==> config.mk <==
export PLATFORM = sky130hd
export DESIGN_NAME = mem_issue_arbiter
export DESIGN_NICKNAME = d
export VERILOG_FILES = /design/src/rtl/mem_pkg.sv /design/src/rtl/mem_issue_arbiter.sv
export SDC_FILE = /design/constraint.sdc
export NUM_CORES = 1
export LEC_CHECK = 0
export BUFFER_PORTS_ARGS = -buffer_cell sky130_fd_sc_hd__buf_4
export CAP_MARGIN = 25
export CORE_MARGIN = 2
export CORE_UTILIZATION = 47
export DETAILED_ROUTE_END_ITERATION = 10
export GPL_TIMING_DRIVEN = 0
export PLACE_DENSITY = 0.93
export SLEW_MARGIN = 40
export SYNTH_ARGS = -nofsm -noshare
export SYNTH_HDL_FRONTEND = slang
export SYNTH_SLANG_ARGS = --single-unit
==> constraint.sdc <==
create_clock -name clk -period 3.4 [get_ports clk]
set_input_delay 0.51 -clock clk [delete_from_list [all_inputs] [get_ports clk]]
set_output_delay 0.51 -clock clk [all_outputs]
set_load 0.005 [all_outputs]
==> src/rtl/mem_pkg.sv <==
// Shared definitions for the memory issue path.
// Holds the payload field widths used by the arbiter and its neighbours,
// and the load/store priority encoding used by the issue arbiter.
package mem_pkg;

  localparam int OPCODE_W = 5;
  localparam int ADDR_W   = 16;
  localparam int OFFSET_W = 8;
  localparam int REG_W    = 5;
  localparam int DATA_W   = 8;

  // Which requester wins the next contested, non-urgent grant.
  typedef enum logic {
    PRIO_LD = 1'b0,
    PRIO_ST = 1'b1
  } prio_e;

endpackage

==> src/rtl/mem_issue_arbiter.sv <==
// mem_issue_arbiter
// Arbitrates between a load requester and a store requester and issues at
// most one operation per cycle into a single registered output stage that
// feeds memory_pipeline.
//
// Ports:
//   clk, rst_n                        clock, asynchronous active-low reset
//   ld_valid / ld_ready               load requester handshake
//   ld_opcode, ld_base, ld_offset, ld_dest     load payload
//   st_valid / st_ready, st_urgent    store handshake; urgent = store queue full
//   st_opcode, st_base, st_offset, st_data     store payload
//   mem_opcode, base_val, offset, dest_reg, data, store   registered payload
//   input_valid / input_ready         handshake into memory_pipeline
//
// Loads and stores alternate when both wait. An urgent store overrides the
// alternation, but only for BURST_MAX consecutive grants while a load is
// waiting, after which the load is guaranteed the next contested slot.
module mem_issue_arbiter
  import mem_pkg::*;
#(
  parameter int BURST_MAX = 3
) (
  input  logic                clk,
  input  logic                rst_n,
  input  logic                ld_valid,
  output logic                ld_ready,
  input  logic [OPCODE_W-1:0] ld_opcode,
  input  logic [ADDR_W-1:0]   ld_base,
  input  logic [OFFSET_W-1:0] ld_offset,
  input  logic [REG_W-1:0]    ld_dest,
  input  logic                st_valid,
  output logic                st_ready,
  input  logic                st_urgent,
  input  logic [OPCODE_W-1:0] st_opcode,
  input  logic [ADDR_W-1:0]   st_base,
  input  logic [OFFSET_W-1:0] st_offset,
  input  logic [DATA_W-1:0]   st_data,
  output logic [OPCODE_W-1:0] mem_opcode,
  output logic [ADDR_W-1:0]   base_val,
  output logic [OFFSET_W-1:0] offset,
  output logic [REG_W-1:0]    dest_reg,
  output logic [DATA_W-1:0]   data,
  output logic                store,
  output logic                input_valid,
  input  logic                input_ready
);

  localparam int BCNT_W = $clog2(BURST_MAX + 1);
  localparam logic [BCNT_W-1:0] BURST_LIMIT = BCNT_W'(BURST_MAX);
  localparam logic [BCNT_W-1:0] BURST_ONE   = BCNT_W'(1'b1);

  prio_e             prio_r;
  logic [BCNT_W-1:0] burst_cnt_r;

  logic load_en_s;
  logic burst_open_s;
  logic grant_ld_s;
  logic grant_st_s;
  logic ld_xfer_s;
  logic st_xfer_s;

  // Grant selection and ready generation. Each port's grant is derived only
  // from the other port's request so that ready never depends on own valid.
  always_comb begin
    load_en_s    = 1'b0;
    burst_open_s = 1'b0;
    grant_ld_s   = 1'b0;
    grant_st_s   = 1'b0;
    ld_ready     = 1'b0;
    st_ready     = 1'b0;
    ld_xfer_s    = 1'b0;
    st_xfer_s    = 1'b0;

    load_en_s    = !input_valid || input_ready;
    burst_open_s = (burst_cnt_r < BURST_LIMIT);

    // Load loses only to a store that is present and either urgent with
    // burst budget left, or non-urgent and holding priority.
    if (!st_valid) begin
      grant_ld_s = 1'b1;
    end else if (st_urgent) begin
      grant_ld_s = !burst_open_s;
    end else begin
      grant_ld_s = (prio_r == PRIO_LD);
    end

    if (!ld_valid) begin
      grant_st_s = 1'b1;
    end else if (st_urgent) begin
      grant_st_s = burst_open_s;
    end else begin
      grant_st_s = (prio_r == PRIO_ST);
    end

    // rst_n gates the readys so nothing is accepted while reset is held.
    ld_ready  = rst_n && load_en_s && grant_ld_s;
    st_ready  = rst_n && load_en_s && grant_st_s;
    ld_xfer_s = ld_valid && ld_ready;
    st_xfer_s = st_valid && st_ready;
  end

  // Output stage: captures the winning payload on a transfer, drops the
  // valid when the stage drains with nothing new, holds during a stall.
  always_ff @(posedge clk or negedge rst_n) begin
    if (!rst_n) begin
      input_valid <= 1'b0;
      store       <= 1'b0;
      mem_opcode  <= {OPCODE_W{1'b0}};
      base_val    <= {ADDR_W{1'b0}};
      offset      <= {OFFSET_W{1'b0}};
      dest_reg    <= {REG_W{1'b0}};
      data        <= {DATA_W{1'b0}};
    end else if (ld_xfer_s) begin
      input_valid <= 1'b1;
      store       <= 1'b0;
      mem_opcode  <= ld_opcode;
      base_val    <= ld_base;
      offset      <= ld_offset;
      dest_reg    <= ld_dest;
      data        <= {DATA_W{1'b0}};
    end else if (st_xfer_s) begin
      input_valid <= 1'b1;
      store       <= 1'b1;
      mem_opcode  <= st_opcode;
      base_val    <= st_base;
      offset      <= st_offset;
      dest_reg    <= {REG_W{1'b0}};
      data        <= st_data;
    end else if (load_en_s) begin
      input_valid <= 1'b0;
    end else begin
      input_valid <= input_valid;
    end
  end

  // Priority toggles to the other requester after each transfer.
  always_ff @(posedge clk or negedge rst_n) begin
    if (!rst_n) begin
      prio_r <= PRIO_LD;
    end else if (ld_xfer_s) begin
      prio_r <= PRIO_ST;
    end else if (st_xfer_s) begin
      prio_r <= PRIO_LD;
    end else begin
      prio_r <= prio_r;
    end
  end

  // Urgent-store burst counter. An urgent store can only be granted over a
  // waiting load while the count is below the limit, so it cannot overflow.
  always_ff @(posedge clk or negedge rst_n) begin
    if (!rst_n) begin
      burst_cnt_r <= {BCNT_W{1'b0}};
    end else if (ld_xfer_s) begin
      burst_cnt_r <= {BCNT_W{1'b0}};
    end else if (st_xfer_s && ld_valid && st_urgent) begin
      burst_cnt_r <= burst_cnt_r + BURST_ONE;
    end else if (load_en_s && !ld_valid) begin
      burst_cnt_r <= {BCNT_W{1'b0}};
    end else begin
      burst_cnt_r <= burst_cnt_r;
    end
  end

endmodule

-- Word-level counts from Yosys, hierarchy flattened
Index checks and enable logic that the tools add are counted.
- bits in registers: 47
- bits in latches: 0
- memory bits (writable): 0
- memory bits (read-only): 0
- bits of input ports: 77
- output and inout port bits: 46
- logic and storage cells: 51
- memories: 0
- add/subtract/negate cells: 1
- multipliers: 0
- div/mod/pow operators: 0
- $lt $le $gt $ge: 1
- equality and inequality tests: 0
- shift-type cells: 0
- mux-type cells: 24
- bitwise logic cells: 1
- reduce and logical (&&, ||, !) cells: 15
- operators by type and width (operator ; count):
    16-bit 2-to-1 mux ; 2
    8-bit 2-to-1 mux ; 4
    5-bit 2-to-1 mux ; 4
    1-bit 2-to-1 mux ; 11
    1-bit logical AND ; 8
    2-bit 2-to-1 mux ; 3
    3-bit nonzero test ; 2
    1-bit logical NOT ; 3
    2-bit by 1-bit adder with 2-bit output, second input constant ; 1
    2-bit < comparator, second input constant ; 1
    2-bit nonzero test ; 1
    1-bit logical OR ; 1
    1-bit NOT ; 1

-- Longest topological paths before layout
- depth in word-level cells: 9
- depth in mapped cells: 8
- gate-level depth less buffers: 6

-- Worst setup path after synthesis
No wires, ideal clock.
- path type: flip-flop to output port
- start: reg burst_cnt_r[0]
- end: out st_ready
- data arrival time: 1.265 ns
- required time: 2.890 ns
- path slack: 1.625 ns
- cell stages (with the launch flop): 6
- path buffers: 1
- cells stage by stage: dfrtp_1 -> ha_1 -> nand2b_1 -> a311o_1 -> buf_6 -> inv_6
- longest elaborated chain between the ends: 4
- ends and longest elaborated chain (what ; line ; text):
    from (decl) ; mem_issue_arbiter.sv:53 ; logic [BCNT_W-1:0] burst_cnt_r;
    from (signal assigned) ; mem_issue_arbiter.sv:153 ; burst_cnt_r <= {BCNT_W{1'b0}};
    from (signal assigned) ; mem_issue_arbiter.sv:155 ; burst_cnt_r <= {BCNT_W{1'b0}};
    from (signal assigned) ; mem_issue_arbiter.sv:157 ; burst_cnt_r <= burst_cnt_r + BURST_ONE;
    2-bit < comparator ; mem_issue_arbiter.sv:75 ; burst_open_s = (burst_cnt_r < BURST_LIMIT);
    1-bit 2-to-1 mux ; mem_issue_arbiter.sv:89 ; end else if (st_urgent) begin
    1-bit 2-to-1 mux ; mem_issue_arbiter.sv:87 ; if (!ld_valid) begin
    1-bit logical AND ; mem_issue_arbiter.sv:97 ; st_ready = rst_n && load_en_s && grant_st_s;
    to (decl) ; mem_issue_arbiter.sv:32 ; output logic st_ready,
No other way between the ends.

-- Worst setup path in the final report
- start: reg burst_cnt_r[0]
- end: out ld_ready
- longest elaborated chain between the ends: 5
- ends and longest elaborated chain (what ; line ; text):
    2-bit < comparator ; mem_issue_arbiter.sv:75 ;
    1-bit logical NOT ; mem_issue_arbiter.sv:82 ; grant_ld_s = !burst_open_s;
    1-bit 2-to-1 mux ; mem_issue_arbiter.sv:81 ; end else if (st_urgent) begin
    1-bit 2-to-1 mux ; mem_issue_arbiter.sv:79 ; if (!st_valid) begin
    1-bit logical AND ; mem_issue_arbiter.sv:96 ; ld_ready = rst_n && load_en_s && grant_ld_s;
    to (decl) ; mem_issue_arbiter.sv:26 ; output logic ld_ready,
No other way between the ends.

==> out/metrics.yaml <==
drive_gt1_share_pct: 48.75
finalSetupTns_ns: 0
yosysSeqAreaShare_pct: 53.41
netlist_area_sq_mm: 0.002202
clkTransAtPathRegs_ns: 0.08
arrival_ns: 1.91
postCtsHoldBufs: 0
grt_pass1_vias: 2001
worstSetupPathType: "reg2out"
hold_viol_final: 0
worst_r2r_path_depth: 6
ys_ff_latch: 47
route.final.wire_length_mm: 6.154
cts_sinks: 47
critical_path.max_fanout: 10
synthCells: 190
gp_congestion: 0.8803
cts_max_level: 2
post-route-util_pct: 74.16
fin_worst_skew_ns: 0.006750
critPathLaunchType: "flop"
cp.required_ns: 2.89
crit_slowest_cell: "dfrtp_1"
maxCapViolCount: 0
power.leakage_nw: 1.620
via_count: 2077
ant_nets: 0
dp.cells: 364
cp_top_family: "buffers and inverters"
ys_warn_count: 0
dr.pass1.iters: 4
post_cts_resized: 0
cts_made_buffers: 5
grt_max_degree: 52
area_growth_pct: 49.66
fin_crit_sh_pct: 71.28
cts_tree: "yes"
postSynthAreaPerCell_sq_um: 11.59
clock_path_buffers: 2
die_h_um: 72.45
synth_top_cell_by_area: "dfrtp_1"
grt_overflow_total: 0
cts_root_buf: "clkbuf_8"
via_per_inst: 5.583
die_w_um: 72.45
hold_class: "in2async"
slew_headroom_pct: 53.33
fin_nets: 397
rows: 24
die-area_sq_mm: 0.005249
worstPathCellList: "ha_1 -> nand2b_1 -> a21oi_4 -> clkbuf_1 -> nor3_1 -> buf_4"
antenna_found_initial: 0
num_antenna_cells: 0
outcome: "completed"
crit_path_end_kind: "primary output"
top_regs: "base_val x16, data x8, offset x8"
grt_pass1_wl_mm: 9.528
rsz0062_at_grt: "false"
core_sq_mm: 0.004444
io_buffers: 122
cpPeakStageDelay_ns: 0.41
routedWlPerCell_um: 16.54
worst_slew_pin_slew_ns: 0.6969
num_io_pins: 123
synth_top_area_share_pct: 53.41
min_period_ns: 2.423
post-cts-setup-buffers: 0
crit_buf_inv: 2
ir_drop_mv: 0.3111
place_hpwl_mm: 4.587
clk_latency_ns: 0.29
power_density_mw_per_mm2: 477.9
largest_reg_flops: 16
initial_core_util_pct: 49.55
regMostFlops: "base_val"
ys_types: 33
synth_area_leaders: "dfrtp_1 53%, a221o_1 6.4%, a22o_1 5.2%"
max_freq_mhz: 412.6
syn-num-nets: 268
drt_iter0_drc: 128
grtUsageTotal_pct: 23.72
report.final.slew_viol_count: 0
finalNonFillerCells: 372
crit_cells: 6
setup_viol: 0
route.detailed.drc: 0
## final cells by class
| class | count | area (sq um) |
|---|---|---|
| sequential | 47 | 1176 |
| multi-input combinational | 124 | 905.9 |
| tap | 52 | 65.06 |
| inverter | 3 | 18.77 |
| fill | 314 | 1149 |
| timing repair buffer | 122 | 915.9 |
| clock buffer | 5 | 68.82 |
| clock inverter | 3 | 43.79 |
| buffer | 16 | 101.3 |
## report_power, final
part	internal, W	switching (W)
Combinational	0.000277	0.000187
Sequential	0.000659	0.0000543
Clock	0.000219	0.000180
## kinds of logic after synthesis
family | count (synthesis) | synth area share (%)
buffers and inverters | 19 | 5.455
AO/OA/AOI/OAI | 66 | 22.67
adder cells (fa/ha/maj) | 1 | 0.5681
AND/OR/NAND/NOR | 57 | 17.90
flip-flops | 47 | 53.41
## routing by layer
layer  up-vias  GRT usage, %  share of wire, %
met5         -             0                 0
met4         0         8.230               2.0
met3        10         5.000               5.7
met2        80         38.02                50
met1      1007         32.21                42
li1        980             -                 -
## synthesized netlist by cell type
library cell,number
nand2b_1,2
nor2b_1,1
or3b_1,6
o211ai_1,1
a311o_1,1
buf_6,4
and2_1,14
and2_0,1
nor2_1,1
nor4b_1,1
a21oi_4,1
ha_1,1
a221o_1,14
o21a_1,1
nor2_8,1
nand2_1,2
inv_6,1
a31oi_1,15
o21ai_0,17
a32o_1,1
clkbuf_1,5
nor3_1,16
nand3_1,1
buf_4,1
buf_2,6
a22o_1,13
a21o_1,2
nand2_4,1
inv_4,1
or3b_2,9
nand2b_4,1
inv_1,1
dfrtp_1,47
## path summary, 6_finish.rpt
path                                             from                  endpoint  slack [ns]
max                        burst_cnt_r[0]$_DFFE_PN0P_                  ld_ready        0.98
min in group clk                           ld_dest[4]   dest_reg[4]$_DFFE_PN0P_        0.43
min reg2reg                   dest_reg[4]$_DFFE_PN0P_   dest_reg[4]$_DFFE_PN0P_        0.51
min                                             rst_n     offset[2]$_DFFE_PN0P_        0.22
max reg2reg                burst_cnt_r[0]$_DFFE_PN0P_   base_val[9]$_DFFE_PN0P_        1.54
max in group asynchronous                       rst_n  base_val[10]$_DFFE_PN0P_        2.77
## placed cells by master (no fill, tap or decap), types with 2 or more instances in the layout
| cell type | n |
|---|---|
| a22o_1 | 13 |
| buf_4 | 123 |
| o21ai_0 | 17 |
| nand2_1 | 2 |
| buf_6 | 4 |
| a21o_1 | 2 |
| or3b_1 | 6 |
| a221o_1 | 14 |
| a31oi_1 | 15 |
| or3b_2 | 9 |
| nand2b_1 | 2 |
| clkbuf_1 | 5 |
| clkbuf_8 | 5 |
| and2_1 | 14 |
| buf_2 | 6 |
| nor3_1 | 16 |
| dfrtp_1 | 47 |
## per-stage QoR
step / hold WS [ns] / total power (W) / setup WS (ns) / cell area (sq um)
2_1_floorplan: 0.2144 / 0.0009025 / 1.625 / 2202
3_3_place_gp: 0.4829 / 0.001171 / 1.042 / 3183
3_5_place_dp: 0.4862 / 0.001187 / 1.004 / 3183
4_1_cts: 0.2360 / 0.001588 / 0.9786 / 3296
5_1_grt: 0.2518 / 0.001665 / 0.8544 / 3296
6_report: 0.2186 / 0.001575 / 0.9765 / 3296
Power figures use the tool's default switching activity.
